## src/rtl/timer_ctrl_if.sv

```systemverilog
// timer_ctrl_if: register bus between a host and the timer controller.
interface timer_ctrl_if;
    logic       sel;
    logic       wr;
    logic [1:0] addr;
    logic [7:0] wdata;
    logic [7:0] rdata;
    logic       ready;
    modport master(output sel, wr, addr, wdata, input rdata, ready);
    modport slave(input sel, wr, addr, wdata, output rdata, ready);
endinterface

```

## src/rtl/timer_ctrl.sv

```systemverilog
// timer_ctrl: register-mapped controller sequencing an 8-bit timer through IDLE/LOAD/RUN.
module timer_ctrl #(
    parameter logic [7:0] RST_RELOAD = 8'h00
) (
    input  logic              clk,
    input  logic              rst_n,
    timer_ctrl_if.slave       bus,
    output logic              tmr_load,
    output logic              tmr_en,
    output logic              tmr_up_dw,
    output logic [1:0]        tmr_cks,
    output logic [7:0]        tmr_data,
    input  logic [7:0]        tmr_tcnt,
    input  logic              tmr_ovf,
    input  logic              tmr_udf,
    output logic              irq
);
    typedef enum logic [1:0] {IDLE, LOAD, RUN} state_t;
    state_t     state, state_nxt;
    logic [5:0] ctrl, ctrl_nxt;
    logic [7:0] reload, rd_mux;
    logic       evt, wr_ctrl, wr_reload, wr_status, ev, stop;
    assign wr_ctrl   = bus.sel & bus.wr & (bus.addr == 2'd0);
    assign wr_reload = bus.sel & bus.wr & (bus.addr == 2'd1);
    assign wr_status = bus.sel & bus.wr & (bus.addr == 2'd2);
    assign ev        = (state == RUN) & (tmr_ovf | tmr_udf);
    assign stop      = wr_ctrl & ~bus.wdata[0];
    assign irq       = evt & ctrl[5];
    always_ff @(posedge clk or negedge rst_n)
        if (!rst_n) state <= IDLE;
        else        state <= state_nxt;
    // A stop write outranks everything; a start write in RUN restarts via LOAD
    always_comb begin
        state_nxt = state;
        case (state)
            IDLE:    state_nxt = ctrl_nxt[0] ? LOAD : IDLE;
            LOAD:    state_nxt = stop ? IDLE : RUN;
            RUN:     state_nxt = stop ? IDLE : wr_ctrl ? LOAD : ev ? (ctrl[4] ? LOAD : IDLE) : RUN;
            default: state_nxt = IDLE;
        endcase
    end
    always_comb begin
        tmr_load = (state == LOAD);
        tmr_en   = (state == RUN);
        tmr_data = tmr_load ? reload : 8'h00;
    end
    always_comb begin
        ctrl_nxt = wr_ctrl ? bus.wdata[5:0] : ctrl;
        if (ev & ~ctrl[4] & ~wr_ctrl) ctrl_nxt[0] = 1'b0;
        rd_mux = bus.addr == 2'd0 ? {2'b00, ctrl} :
                 bus.addr == 2'd1 ? reload :
                 bus.addr == 2'd2 ? {6'b0, state != IDLE, evt} : tmr_tcnt;
    end
    always_ff @(posedge clk or negedge rst_n)
        if (!rst_n) begin
            ctrl      <= 6'h00;
            reload    <= RST_RELOAD;
            evt       <= 1'b0;
            tmr_up_dw <= 1'b0;
            tmr_cks   <= 2'b00;
            bus.rdata <= 8'h00;
            bus.ready <= 1'b0;
        end else begin
            ctrl      <= ctrl_nxt;
            evt       <= ev | (evt & ~(wr_status & bus.wdata[0]));
            bus.ready <= bus.sel;
            if (wr_reload) reload <= bus.wdata;
            if (state_nxt == LOAD) {tmr_cks, tmr_up_dw} <= ctrl_nxt[3:1];
            if (bus.sel & ~bus.wr) bus.rdata <= rd_mux;
        end
endmodule

```

## src/flat_wrapper.sv

```systemverilog
// flat-port wrapper written by rule: the top's interface ports become plain ports
module timer_ctrl_flat 
#(
    parameter logic [7:0] RST_RELOAD = 8'h00
)
  (clk, rst_n, tmr_load, tmr_en, tmr_up_dw, tmr_cks, tmr_data, tmr_tcnt, tmr_ovf, tmr_udf, irq, bus_sel, bus_wr, bus_addr, bus_wdata, bus_rdata, bus_ready);
  timer_ctrl_if bus_i ();
  input  logic clk;
  input  logic rst_n;
  output logic tmr_load;
  output logic tmr_en;
  output logic tmr_up_dw;
  output logic [1:0] tmr_cks;
  output logic [7:0] tmr_data;
  input  logic [7:0] tmr_tcnt;
  input  logic tmr_ovf;
  input  logic tmr_udf;
  output logic irq;
  input wire logic [$bits(bus_i.sel)-1:0] bus_sel;
  input wire logic [$bits(bus_i.wr)-1:0] bus_wr;
  input wire logic [$bits(bus_i.addr)-1:0] bus_addr;
  input wire logic [$bits(bus_i.wdata)-1:0] bus_wdata;
  output wire logic [$bits(bus_i.rdata)-1:0] bus_rdata;
  output wire logic [$bits(bus_i.ready)-1:0] bus_ready;
  assign bus_i.sel = bus_sel;
  assign bus_i.wr = bus_wr;
  assign bus_i.addr = bus_addr;
  assign bus_i.wdata = bus_wdata;
  assign bus_rdata = bus_i.rdata;
  assign bus_ready = bus_i.ready;
  timer_ctrl #(.RST_RELOAD(RST_RELOAD)) u_core (.clk(clk), .rst_n(rst_n), .bus(bus_i), .tmr_load(tmr_load), .tmr_en(tmr_en), .tmr_up_dw(tmr_up_dw), .tmr_cks(tmr_cks), .tmr_data(tmr_data), .tmr_tcnt(tmr_tcnt), .tmr_ovf(tmr_ovf), .tmr_udf(tmr_udf), .irq(irq));
endmodule
```

## config.mk

```make
export PLATFORM = sky130hd
export DESIGN_NAME = timer_ctrl_flat
export DESIGN_NICKNAME = d
export VERILOG_FILES = /design/src/rtl/timer_ctrl_if.sv /design/src/rtl/timer_ctrl.sv /design/src/flat_wrapper.sv
export SDC_FILE = /design/constraint.sdc
export NUM_CORES = 1
export LEC_CHECK = 0
export BUFFER_PORTS_ARGS = -buffer_cell sky130_fd_sc_hd__buf_2
export CELL_PAD_IN_SITES_DETAIL_PLACEMENT = 1
export CELL_PAD_IN_SITES_GLOBAL_PLACEMENT = 2
export CORE_UTILIZATION = 33
export CTS_CLUSTER_SIZE = 10
export DETAILED_ROUTE_END_ITERATION = 12
export HOLD_SLACK_MARGIN = 0.1
export MAX_ROUTING_LAYER = met4
export PLACE_DENSITY_LB_ADDON = 0.1
export SYNTH_ARGS = -nofsm -noshare
export SYNTH_HDL_FRONTEND = slang
export SYNTH_SLANG_ARGS = --single-unit
```

## constraint.sdc

```tcl
create_clock -name clk -period 2.63 [get_ports clk]
set_input_delay 0.263 -clock clk [delete_from_list [all_inputs] [get_ports clk]]
set_output_delay 0.263 -clock clk [all_outputs]
set_load 0.01 [all_outputs]
```

# ---- Yosys cells after proc, flatten, opt, wreduce, memory -nomap -nowiden
# Cells that the tools add are included.
# W data, S select, Z words.
dict set report word_totals {
  regBits 29
  inputBits 24
  output_inout_bits 23
  word_cells 49
}
dict set report classes {
  eq_ne 5
  mux 13
  bitwise 19
  reduce_logical 3
}
# cell n
set ops {}
lappend ops {{$mux W8} 4}
lappend ops {{$and A1 B1 Y1} 12}
lappend ops {{$mux W2} 4}
lappend ops {{$eq A2 B1 Y1 const B} 3}
lappend ops {{$pmux W2 S3} 1}
lappend ops {{$not A1 Y1} 5}
lappend ops {{$eq A2 B2 Y1 const B} 2}
lappend ops {{$logic_not A2 Y1} 2}
lappend ops {{$mux W4} 1}
lappend ops {{$mux W1} 3}
lappend ops {{$or A1 B1 Y1} 2}
lappend ops {{$reduce_bool A2 Y1} 1}

# ---- Logic depth before layout (Yosys ltp)
# Gate-level depths: netlist of the first run.
dict set report logic_depth {
  ltp_word 8
  mapped_depth 4
  depth_no_buf 4
}

# ---- Worst setup path before layout of the first run
# Ideal clock, no wire load.
dict set report synth_path {
  path_kind {register to register}
  from {reg u_core.state[0]}
  to {reg u_core.bus.rdata[1]}
  setup_time_ns 0.125
  arrival_time_ns 1.288
  required_time_ns 2.505
  setup_slack_ns 1.218
  path_stages_with_launch 4
  path_buffers 0
  period_less_slack_ns 1.412
  cell_sequence {dfrtp_1 > or2_0 > mux4_2 > mux2_2}
}
dict set report synth_between {
  elab_chain_cells 4
}
# element line
set synth_rtl {}
lappend synth_rtl {{start: declaration} timer_ctrl.sv:19} ;# state_t state, state_nxt;
lappend synth_rtl {{start signal: assignment} timer_ctrl.sv:31} ;# else state <= state_nxt;
lappend synth_rtl {{$reduce_bool A2 Y1} timer_ctrl.sv:52} ;# bus.addr == 2'd2 ? {6'b0, state != IDLE, evt} : tmr_tcnt;
lappend synth_rtl {{$mux W8} timer_ctrl.sv:52}
lappend synth_rtl {{$mux W8} timer_ctrl.sv:51} ;# bus.addr == 2'd1 ? reload :
lappend synth_rtl {{$mux W8} timer_ctrl.sv:50} ;# rd_mux = bus.addr == 2'd0 ? {2'b00, ctrl} :
lappend synth_rtl {{end signal: assignment} timer_ctrl.sv:69} ;# if (bus.sel & ~bus.wr) bus.rdata <= rd_mux;
lappend synth_rtl {{end: declaration} timer_ctrl_if.sv:10} ;# modport slave(input sel, wr, addr, wdata, output rdata, ready);
# No other way between the ends.
# A chain may end at the register's enable or synchronous reset.

# ---- Final worst setup path of the first run
dict set report layout_path {
  from {reg u_core.state[0]}
  to {out tmr_data[3]}
}
dict set report layout_between {
  elab_chain_cells 2
}
# element line
set layout_rtl {}
lappend layout_rtl {{$eq A2 B1 Y1} timer_ctrl.sv:43} ;# tmr_load = (state == LOAD);
lappend layout_rtl {{$mux W8} timer_ctrl.sv:45} ;# tmr_data = tmr_load ? reload : 8'h00;
lappend layout_rtl {{end: declaration} flat_wrapper.sv:14} ;# output logic [7:0] tmr_data;
# No other way between the ends.

==> key figures, run 1 <==
Status
  – Status: complete, no violations

Timing
  – Max Clk Rate: approximately 0.5 GHz
  – Fin Clk Skew: ~2.9 ps
  – Crit share post-route: approximately three quarters
  – Hold_ws: about 180 ps
  – Final Hold Fails: 0
  – Final min period: 1970 ps
  – Worst-Margin Slew: 731 ps
  – PnR worst setup slack: 664 ps
  – Final setup vio count: 0
  – Slew margin rel.: 51.2%
  – Final TNS setup: 0 ps
  – Final Max Tran Viols: 0
  – RSZ-0062 raised after global routing: no

Power and ir drop
  – Power Dens Cells: just over 800 mW/mm²
  – Pleak: around 0.00085 µW
  – Worst-case vdd ir drop: between 0.0004 and 0.0005 V

Logic synthesis
  – FF+latch count, synth: 29
  – YS warnings: 0
  – Synth Cell Area: about 0.0014 mm²
  – Syn Nets: around 150
  – Mapped Avg Cell Area: approximately 12 µm²
  – Synth cell types: 29
  – Register area share after synthesis: between 50% and 60%
  – Post-Synthesis Cells: 122

Setup path
  – CP Data Arrival Time: roughly 1700 ps
  – Reg2reg start: u_core.state[0]
  – CP max FO: 11
  – Critical Path Start Type: flop
  – CP required: 2370 ps
  – Crit-path cells: nor2b_1, and2_1, buf_2
  – Crit Path Category: flop to primary output
  – CP Capture Type: primary output
  – Worst reg2reg setup slack: approximately 1100 ps
  – Worst reg2reg path endpoint: u_core.bus.rdata[1]
  – Buf/Inv on CP: 1
  – Worst reg2reg path depth: 3
  – Slowest cell on the critical path: nor2b_1
  – Delay-heaviest family, CP: simple AND/OR/NAND/NOR gates
  – Max stage delay on crit path: around 630 ps

Global routing
  – First-pass GRT wire length: around 5.7 mm
  – Number of global-route vias before repair: between 1000 and 1500
  – Pin count of the biggest net entering global routing: 30
  – Busiest grt layer: met2
  – GRT Overall Usage: between 10% and 20%
  – Met2 usage: 28.1%
  – Initial antenna violation count: 0
  – GRT overflow: 0
  – Met3 GRT Util: 5.74%
  – Grt met1 use: 22.1%

Finish
  – Most frequent cells in the layout: buf_2 (46), dfrtp_1 (29), nand2_1 (10), and2_1 (10), mux2_2 (10)
  – Antenna cells: 0
  – Final net count: 195
  – Register area: around 730 µm²
  – Layout area overhead: 25.8%
  – Layout cells sized above 1: between 30% and 40%
  – Multi-input logic area: around 670 µm²
  – Fin util: roughly 44%
  – Commonest non-fill, non-tap cell in the layout: buf_2
  – Filler Cells Inserted: approximately 470

Clock tree
  – Clk sinks: 29
  – CTS buffer count: 5
  – CTS tree: yes
  – Setup bufs post-CTS: 0
  – CTS max path bufs: 2
  – Clk Latency, worst-skew pair: approximately 270 ps
  – Htree depth: 2
  – Worst-path clk slew: approximately 60 ps
  – Clock Tree Root: clkbuf_8

Hold path
  – Worst hold path type: input pin to flop
  – Hold wc startpoint: bus_sel
  – Hold Path Sink: u_core.bus.ready
  – Hold depth: 1

Flow run
  – Max_cap viols: 0

Placed design
  – # port buffers: 46
  – Final HPWL DP: 2.64 mm
  – RD Place Congestion: around 0.84
  – Setup WS pre-CTS: 899 ps

Routing
  – DRT iter0 DRCs: 23
  – Vias per cell: slightly above 5
  – WL final: between 3 and 4 mm
  – Vias: ~1100
  – ANT nets after route: 0
  – 1st-pass router iterations: 4
  – Remaining DRCs: 0
  – Routed len/inst: about 16 µm

Die
  – Die Ht: just under 70 µm
  – Num rows: 23
  – Io pins: 47
  – Die X: around 68 µm
  – Initial core utilization: around a third
  – DIE AREA: approximately 0.0046 mm²
  – Core ar.: 0.00406 mm²
## per-layer routing
metal  part of all wire [%]  vias up
met2                     50       23
met3                    3.9        4
met4                    1.1        0
li1                       -      547
met1                     45      562
met5                      0        -
## report_power, final
| part | switching (µW) | total, µW | internal (µW) |
|---|---|---|---|
| sequential | 83.2 | 648 | 565 |
| clock | 152 | 359 | 207 |
| combinational | 224 | 445 | 221 |
| total | 460 | 1450 | 992 |
## flip-flops by register name (all words and copies together) (netlist names)
| name | count |
|---|---|
| u_core.bus.ready | 1 |
| u_core.reload | 8 |
| u_core.bus.rdata | 8 |
| u_core.evt | 1 |
| u_core.state | 2 |
| u_core.ctrl | 6 |
| u_core.tmr_cks | 2 |
| u_core.tmr_up_dw | 1 |
## through the flow
step | cell area [µm²] | cells | power, µW
after floorplan | 1420 | 122 | 916
after global placement | 1690 | 213 | 1090
after detailed placement | 1690 | 213 | 1110
after CTS | 1790 | 221 | 1480
after global routing | 1790 | 221 | 1560
final | 1790 | 221 | 1450
## timing repair
| item | 4_1_cts | 5_1_grt |
|---|---|---|
| hold endpoints to repair | 29 | 0 |
| hold buffers | 1 | 0 |
| gates resized for setup | 0 | 0 |
## final cells by class
type / instances / area share [%]
Sequential cell: 29 / 40.6
Timing Repair Buffer: 47 / 13.5
Inverter: 1 / 0.210
Clock buffer: 7 / 4.84
Tap cell: 50 / 3.50
Multi-Input combinational cell: 87 / 37.4
## worst max-delay path by stage
stage	from	to	slack, ps	depth (start not counted)
CTS	u_core.state[0]	tmr_data[3]	600	3
global placement	bus_addr[0]	u_core.tmr_cks[0]	920	4
floorplan	u_core.state[0]	u_core.bus.rdata[1]	1220	3
detailed placement	u_core.state[0]	tmr_data[6]	900	3
global route	u_core.state[0]	tmr_data[3]	480	3
finish	u_core.state[0]	tmr_data[3]	660	3
## kinds of logic after synthesis
kind of cell,share of synthesized area (%)
AO/OA/AOI/OAI,12.9
buffers and inverters,1.85
flip-flops,51.1
multiplexers,19.3
AND/OR/NAND/NOR,14.8
## synthesized netlist by cell type
cell	n	area (µm²)
and2_1	10	62.6
a211oi_1	3	22.5
nor2_1	1	3.75
or2_0	1	6.26
a211o_1	1	8.76
buf_2	3	15.0
inv_1	1	3.75
nand2_1	10	37.5
mux2_1	5	56.3
o31ai_1	1	7.51
a21oi_1	4	20.0
mux2_2	10	113
mux4_2	2	45.0
mux2i_1	6	60.1
dfrtp_1	29	726
nand2b_1	3	18.8
clkbuf_1	2	7.51
a2111oi_0	3	26.3
nor3_1	3	15.0
a2bb2oi_1	4	35.0
and4bb_1	1	12.5
or3b_2	1	8.76
nor3b_1	1	7.51
o211ai_1	1	7.51
nor2b_1	1	6.26
o21ai_1	4	20.0
o21ai_0	7	35.0
and3b_1	1	8.76
nand3b_1	3	22.5
Note: power is estimated with default switching activity, not from simulation.
==> inputs of run 2 (changes only) <==
--- a/config.mk
+++ b/config.mk
@@ -8,7 +8,7 @@
 export BUFFER_PORTS_ARGS = -buffer_cell sky130_fd_sc_hd__buf_2
 export CELL_PAD_IN_SITES_DETAIL_PLACEMENT = 1
 export CELL_PAD_IN_SITES_GLOBAL_PLACEMENT = 2
-export CORE_UTILIZATION = 33
+export CORE_UTILIZATION = 31
 export CTS_CLUSTER_SIZE = 10
 export DETAILED_ROUTE_END_ITERATION = 12
 export HOLD_SLACK_MARGIN = 0.1
==> constraint.sdc (replaced) <==
create_clock -name clk -period 1.9 [get_ports clk]
set_input_delay 0.19 -clock clk [delete_from_list [all_inputs] [get_ports clk]]
set_output_delay 0.19 -clock clk [all_outputs]
set_load 0.01 [all_outputs]
==> key figures, run 2 (same netlist as run 1, synthesis figures left out) <==
Routing
  – Vias: 1142 (+0.53%)
  – Vias per cell: 5.03 (-2.1%)
  – DRT iter0 DRCs: 53 (+130%)
  – Remaining DRCs: 0 (unchanged)
  – ANT nets after route: 0 (unchanged)
  – 1st-pass router iterations: 2 (-2)
  – WL final: 3.74 mm (+7.2%)
  – Routed len/inst: 16.5 µm (+4.3%)

Timing
  – Fin Clk Skew: 2.67 ps (-0.183 ps)
  – Hold_ws: 145 ps (-31.5 ps)
  – RSZ-0062 raised after global routing: no
  – Final min period: 1690 ps
  – Crit share post-route: about nine tenths
  – PnR worst setup slack: 208 ps (-455 ps)
  – Final Hold Fails: 0 (unchanged)
  – Final setup vio count: 0 (unchanged)
  – Max Clk Rate: 0.591 GHz
  – Final TNS setup: 0 ps (unchanged)
  – Final Max Tran Viols: 0 (unchanged)
  – Slew margin rel.: 54.3% (+3.1 points)
  – Worst-Margin Slew: 686 ps (-44.8 ps)

Finish
  – Layout area overhead: 28.3%
  – Fin util: 41.5% (-2.5 points)
  – Commonest non-fill, non-tap cell in the layout: buf_2
  – Most frequent cells in the layout: buf_2 (46), dfrtp_1 (29), nand2_1 (10), and2_1 (10), mux2_2 (10)
  – Filler Cells Inserted: 509 (+9.0%)
  – Largest registers: u_core.bus.rdata: 8 flops, u_core.reload: 8 flops, u_core.ctrl: 6 flops
  – Final net count: 199 (+2.1%)
  – Antenna cells: 0 (unchanged)
  – Layout cells sized above 1: 38.9% (+0.85 points)

Global routing
  – GRT Overall Usage: 17.7% (-0.23 points)
  – First-pass GRT wire length: 6.44 mm (+14%)
  – GRT overflow: 0 (unchanged)
  – Initial antenna violation count: 0 (unchanged)
  – Pin count of the biggest net entering global routing: 30 (unchanged)
  – Number of global-route vias before repair: 1281 (+9.2%)

Placed design
  – # port buffers: 46 (unchanged)
  – Setup WS pre-CTS: 345 ps (-554 ps)
  – RD Place Congestion: 0.767 (-8.9%)
  – Final HPWL DP: 2.82 mm (+6.8%)

Clock tree
  – Htree depth: 2 (unchanged)
  – Setup bufs post-CTS: 0 (unchanged)
  – Clock Tree Root: clkbuf_8
  – Clk Latency, worst-skew pair: 270 ps (about the same)
  – Clk sinks: 29 (unchanged)
  – CTS tree: yes
  – CTS max path bufs: 2 (unchanged)
  – CTS buffer count: 5 (unchanged)
  – Worst-path clk slew: 60 ps (about the same)
  – Post-CTS Resized: 0 (unchanged)
  – Post-CTS Hold Fix Bufs: 2 (+1)

Die
  – Io pins: 47 (unchanged)
  – Die X: 69.7 µm (+3.1%)
  – Initial core utilization: 32.4% (-2.6 points)
  – Die Ht: 69.7 µm (+3.1%)
  – DIE AREA: 0.00485 mm² (+6.3%)
  – Core ar.: 0.00438 mm² (+8.0%)
  – Num rows: 24 (+4.3%)

Setup path
  – CP Data Arrival Time: 1870 ps (+170 ps)
  – CP Capture Type: flop
  – Critical Path Start Type: input pin
  – CP max FO: 12 (+1)
  – Crit Path Category: input pin to flop
  – CP required: 2080 ps (-290 ps)

Power and ir drop
  – Worst-case vdd ir drop: 0.000459 V (+7.5%)
  – Pleak: 0.000869 µW (+2.3%)
  – Power Dens Cells: 1130 mW/mm² (+39%)

Status
  – Status: complete, no violations

Flow run
  – Max_cap viols: 0 (unchanged)

Hold path
  – Worst hold path type: input pin to flop
[run 2: cell count changes in the layout (fill, tap and decap cells not counted), sizes merged]
cell,delta
dlygate4sd3,+1
buf,+3
[run 2: report_power, final]
| group | switching, µW | internal (µW) | total (µW) |
|---|---|---|---|
| clock network | 227 | 287 | 514 |
| logic | 317 | 327 | 644 |
| registers | 123 | 782 | 905 |
| total | 667 | 1400 | 2060 |
[run 2: area by class of cell]
class	instances	area, µm²	area share (%)
well taps	52	65.1	3.57
inverters	1	3.75	0.206
flip-flops and latches	29	726	39.9
repair buffers	51	273	15.0
multi-input cells	87	667	36.6
clock buffers	7	86.3	4.74
[run 2: worst max-delay path, cell delays in order]
cell and delay [ps]:
dlygate4sd3_1 530, buf_2 170, and4bb_1 400, a211o_1 350, a211oi_1 230
[run 2: final timing paths]
| path | from | end | slack, ps | cells after the start |
|---|---|---|---|---|
| min in group asynchronous | rst_n | u_core.bus.rdata[0] | 490 | 2 |
| max | bus_sel | u_core.tmr_up_dw | 210 | 5 |
| max reg2reg | u_core.state[0] | u_core.bus.rdata[1] | 360 | 3 |
| min reg2reg | u_core.bus.rdata[2] | u_core.bus.rdata[2] | 480 | 2 |
| min | bus_wdata[4] | u_core.ctrl[4] | 150 | 2 |
| max in group asynchronous | rst_n | u_core.reload[1] | 970 | 2 |
[run 2: through the flow]
stage | instances | area [µm²] | total power (µW)
2_1_floorplan | 122 | 1420 | 1270
3_3_place_gp | 218 | 1710 | 1550
3_5_place_dp | 218 | 1710 | 1570
4_1_cts | 227 | 1820 | 2100
5_1_grt | 227 | 1820 | 2220
6_report | 227 | 1820 | 2060
[run 2: per-layer routing]
metal / track usage (%) / wire (µm) / vias to the layer above
li1: - / - / 551
met1: 22.1 / 1710 / 559
met2: 27.8 / 1820 / 27
met3: 5.38 / 167 / 5
met4: 5.33 / 46 / 0
met5: - / 0 / -
==> inputs of run 3 (changes only) <==
--- a/config.mk
+++ b/config.mk
@@ -13,7 +13,7 @@
 export DETAILED_ROUTE_END_ITERATION = 12
 export HOLD_SLACK_MARGIN = 0.1
 export MAX_ROUTING_LAYER = met4
-export PLACE_DENSITY_LB_ADDON = 0.1
+export PLACE_DENSITY = 0.86
 export SYNTH_ARGS = -nofsm -noshare
 export SYNTH_HDL_FRONTEND = slang
 export SYNTH_SLANG_ARGS = --single-unit
==> key figures, run 3 (same netlist as run 1, synthesis figures left out) <==
Status
  – Status: complete, no violations

Finish
  – Antenna cells: 0 (unchanged)
  – Post-Layout Cell Count: 228 (+0.44%)
  – Filler Cells Inserted: 509 (unchanged)
  – Most frequent cells in the layout: buf_2 (46), dfrtp_1 (29), nand2_1 (10), and2_1 (10), mux2_2 (10)
  – Layout area overhead: 28.0%
  – Layout cells sized above 1: 39.2% (+0.35 points)
  – Commonest non-fill, non-tap cell in the layout: buf_2
  – Largest registers: u_core.bus.rdata: 8 flops, u_core.reload: 8 flops, u_core.ctrl: 6 flops
  – Final net count: 199 (unchanged)

Clock tree
  – Htree depth: 2 (unchanged)
  – Worst-path clk slew: 60 ps (about the same)
  – CTS tree: yes
  – CTS max path bufs: 2 (unchanged)
  – Clk sinks: 29 (unchanged)
  – Clk Latency, worst-skew pair: 280 ps (about the same)
  – CTS buffer count: 5 (unchanged)
  – Clock Tree Root: clkbuf_8
  – Post-CTS Resized: 0 (unchanged)

Setup path
  – Slowest cell on the critical path: dfrtp_1
  – Crit. path cell count: 4 (-1)
  – Buf/Inv on CP: 2 (unchanged)
  – Crit-path cells: nor2b_1, buf_4, and2_1, buf_2
  – CP Data Arrival Time: 1560 ps (-310 ps)
  – Worst reg2reg path depth: 3 (unchanged)
  – Max stage delay on crit path: 490 ps (-40 ps)
  – CP max FO: 9 (-3)
  – CP Capture Type: primary output
  – CP required: 1710 ps (-370 ps)
  – Delay-heaviest family, CP: flip-flops
  – Critical Path Start Type: flop
  – Crit Path Category: flop to primary output

Die
  – Num rows: 24 (unchanged)
  – Initial core utilization: 32.4% (unchanged)
  – Io pins: 47 (unchanged)
  – Die X: 69.7 µm (unchanged)
  – Die Ht: 69.7 µm (unchanged)
  – Core ar.: 0.00438 mm² (unchanged)
  – DIE AREA: 0.00485 mm² (unchanged)

Timing
  – Final min period: 1750 ps (+54.9 ps)
  – Max Clk Rate: 0.573 GHz (-3.1%)
  – Slew margin rel.: 57.1% (+2.8 points)
  – Final setup vio count: 0 (unchanged)
  – Final Hold Fails: 0 (unchanged)
  – Crit share post-route: 91.9% (+2.9 points)
  – Final Max Tran Viols: 0 (unchanged)
  – Worst-Margin Slew: 644 ps (-42.3 ps)
  – RSZ-0062 raised after global routing: no
  – Final TNS setup: 0 ps (unchanged)
  – Fin Clk Skew: 4.58 ps (+1.91 ps)

Hold path
  – Worst hold path type: input pin to flop
  – Hold depth: 2 (unchanged)

Routing
  – DRT iter0 DRCs: 48 (-9.4%)
  – ANT nets after route: 0 (unchanged)
  – WL final: 3.80 mm (+1.7%)
  – 1st-pass router iterations: 4 (+2)
  – Routed len/inst: 16.7 µm (+1.2%)
  – Remaining DRCs: 0 (unchanged)
  – Vias per cell: 5.09 (+1.2%)
  – Vias: 1161 (+1.7%)

Placed design
  – Final HPWL DP: 2.91 mm (+3.2%)
  – Cells after DPL: 218 (unchanged)
  – RD Place Congestion: 0.852 (+11%)
  – # port buffers: 46 (unchanged)

Global routing
  – First-pass GRT wire length: 6.40 mm (-0.53%)
  – GRT overflow: 0 (unchanged)
  – Initial antenna violation count: 0 (unchanged)
  – Pin count of the biggest net entering global routing: 30 (unchanged)
  – GRT Overall Usage: 17.3% (-0.37 points)
  – Number of global-route vias before repair: 1288 (+0.55%)

Power and ir drop
  – Pleak: 0.000869 µW (about the same)
  – Worst-case vdd ir drop: 0.000617 V (+34%)
  – Power Dens Cells: 1130 mW/mm² (-0.51%)

Flow run
  – Max_cap viols: 0 (unchanged)
-- run 3: cell types whose count changed in the layout (fill, tap and decap cells not counted) --
cell and delta:
clkbuf_8 -1, clkinv_2 +2
-- run 3: report_power, final --
| group | internal (µW) | leakage [µW] | switching (µW) |
|---|---|---|---|
| registers | 782 | 0.000353 | 128 |
| logic | 327 | 0.000471 | 328 |
| clock network | 253 | 0.0000450 | 230 |
| total | 1360 | 0.000869 | 686 |
-- run 3: area by class of cell --
cell class	instances	area (µm²)	share of cell area, %
clock inverter	2	10.0	0.551
multi-input combinational	87	667	36.7
inverter	1	3.75	0.207
timing repair buffer	51	273	15.0
sequential	29	726	39.9
tap	52	65.1	3.58
clock buffer	6	72.6	3.99
-- run 3: what timing repair did --
action / in CTS / in global routing
endpoints found under the hold margin: 30 / 0
setup buffers: 0 / 0
hold buffers: 2 / 0
-- run 3: per-stage QoR --
stage | power, µW | utilization, % | hold slack [ps] | instance area [µm²] | setup slack (ps)
floorplan | 1270 | - | -106 | 1420 | 488
global placement | 1540 | 39.1 | 244 | 1710 | 405
detailed placement | 1570 | 39.1 | 259 | 1710 | 384
CTS | 2070 | 41.4 | 133 | 1820 | 164
global route | 2170 | 41.4 | 145 | 1820 | 59.9
finish | 2050 | 41.4 | 144 | 1820 | 153
-- run 3: routing by layer --
| metal | GRT usage, % | wire, µm |
|---|---|---|
| met1 | 21.1 | 1690 |
| met2 | 28.4 | 1860 |
| met3 | 4.07 | 213 |
| met4 | 6.00 | 46 |
| met5 | - | 0 |
-- run 3: worst paths after layout --
check / from / end / slack, ps
setup reg to reg: u_core.state[0] / u_core.bus.rdata[1] / 370
hold reg to reg: u_core.bus.rdata[7] / u_core.bus.rdata[7] / 480
hold / removal: bus_wdata[5] / u_core.ctrl[5] / 140
setup / recovery: u_core.state[0] / tmr_data[3] / 150
min in group asynchronous: rst_n / u_core.reload[0] / 460
max in group asynchronous: rst_n / u_core.bus.rdata[6] / 1020
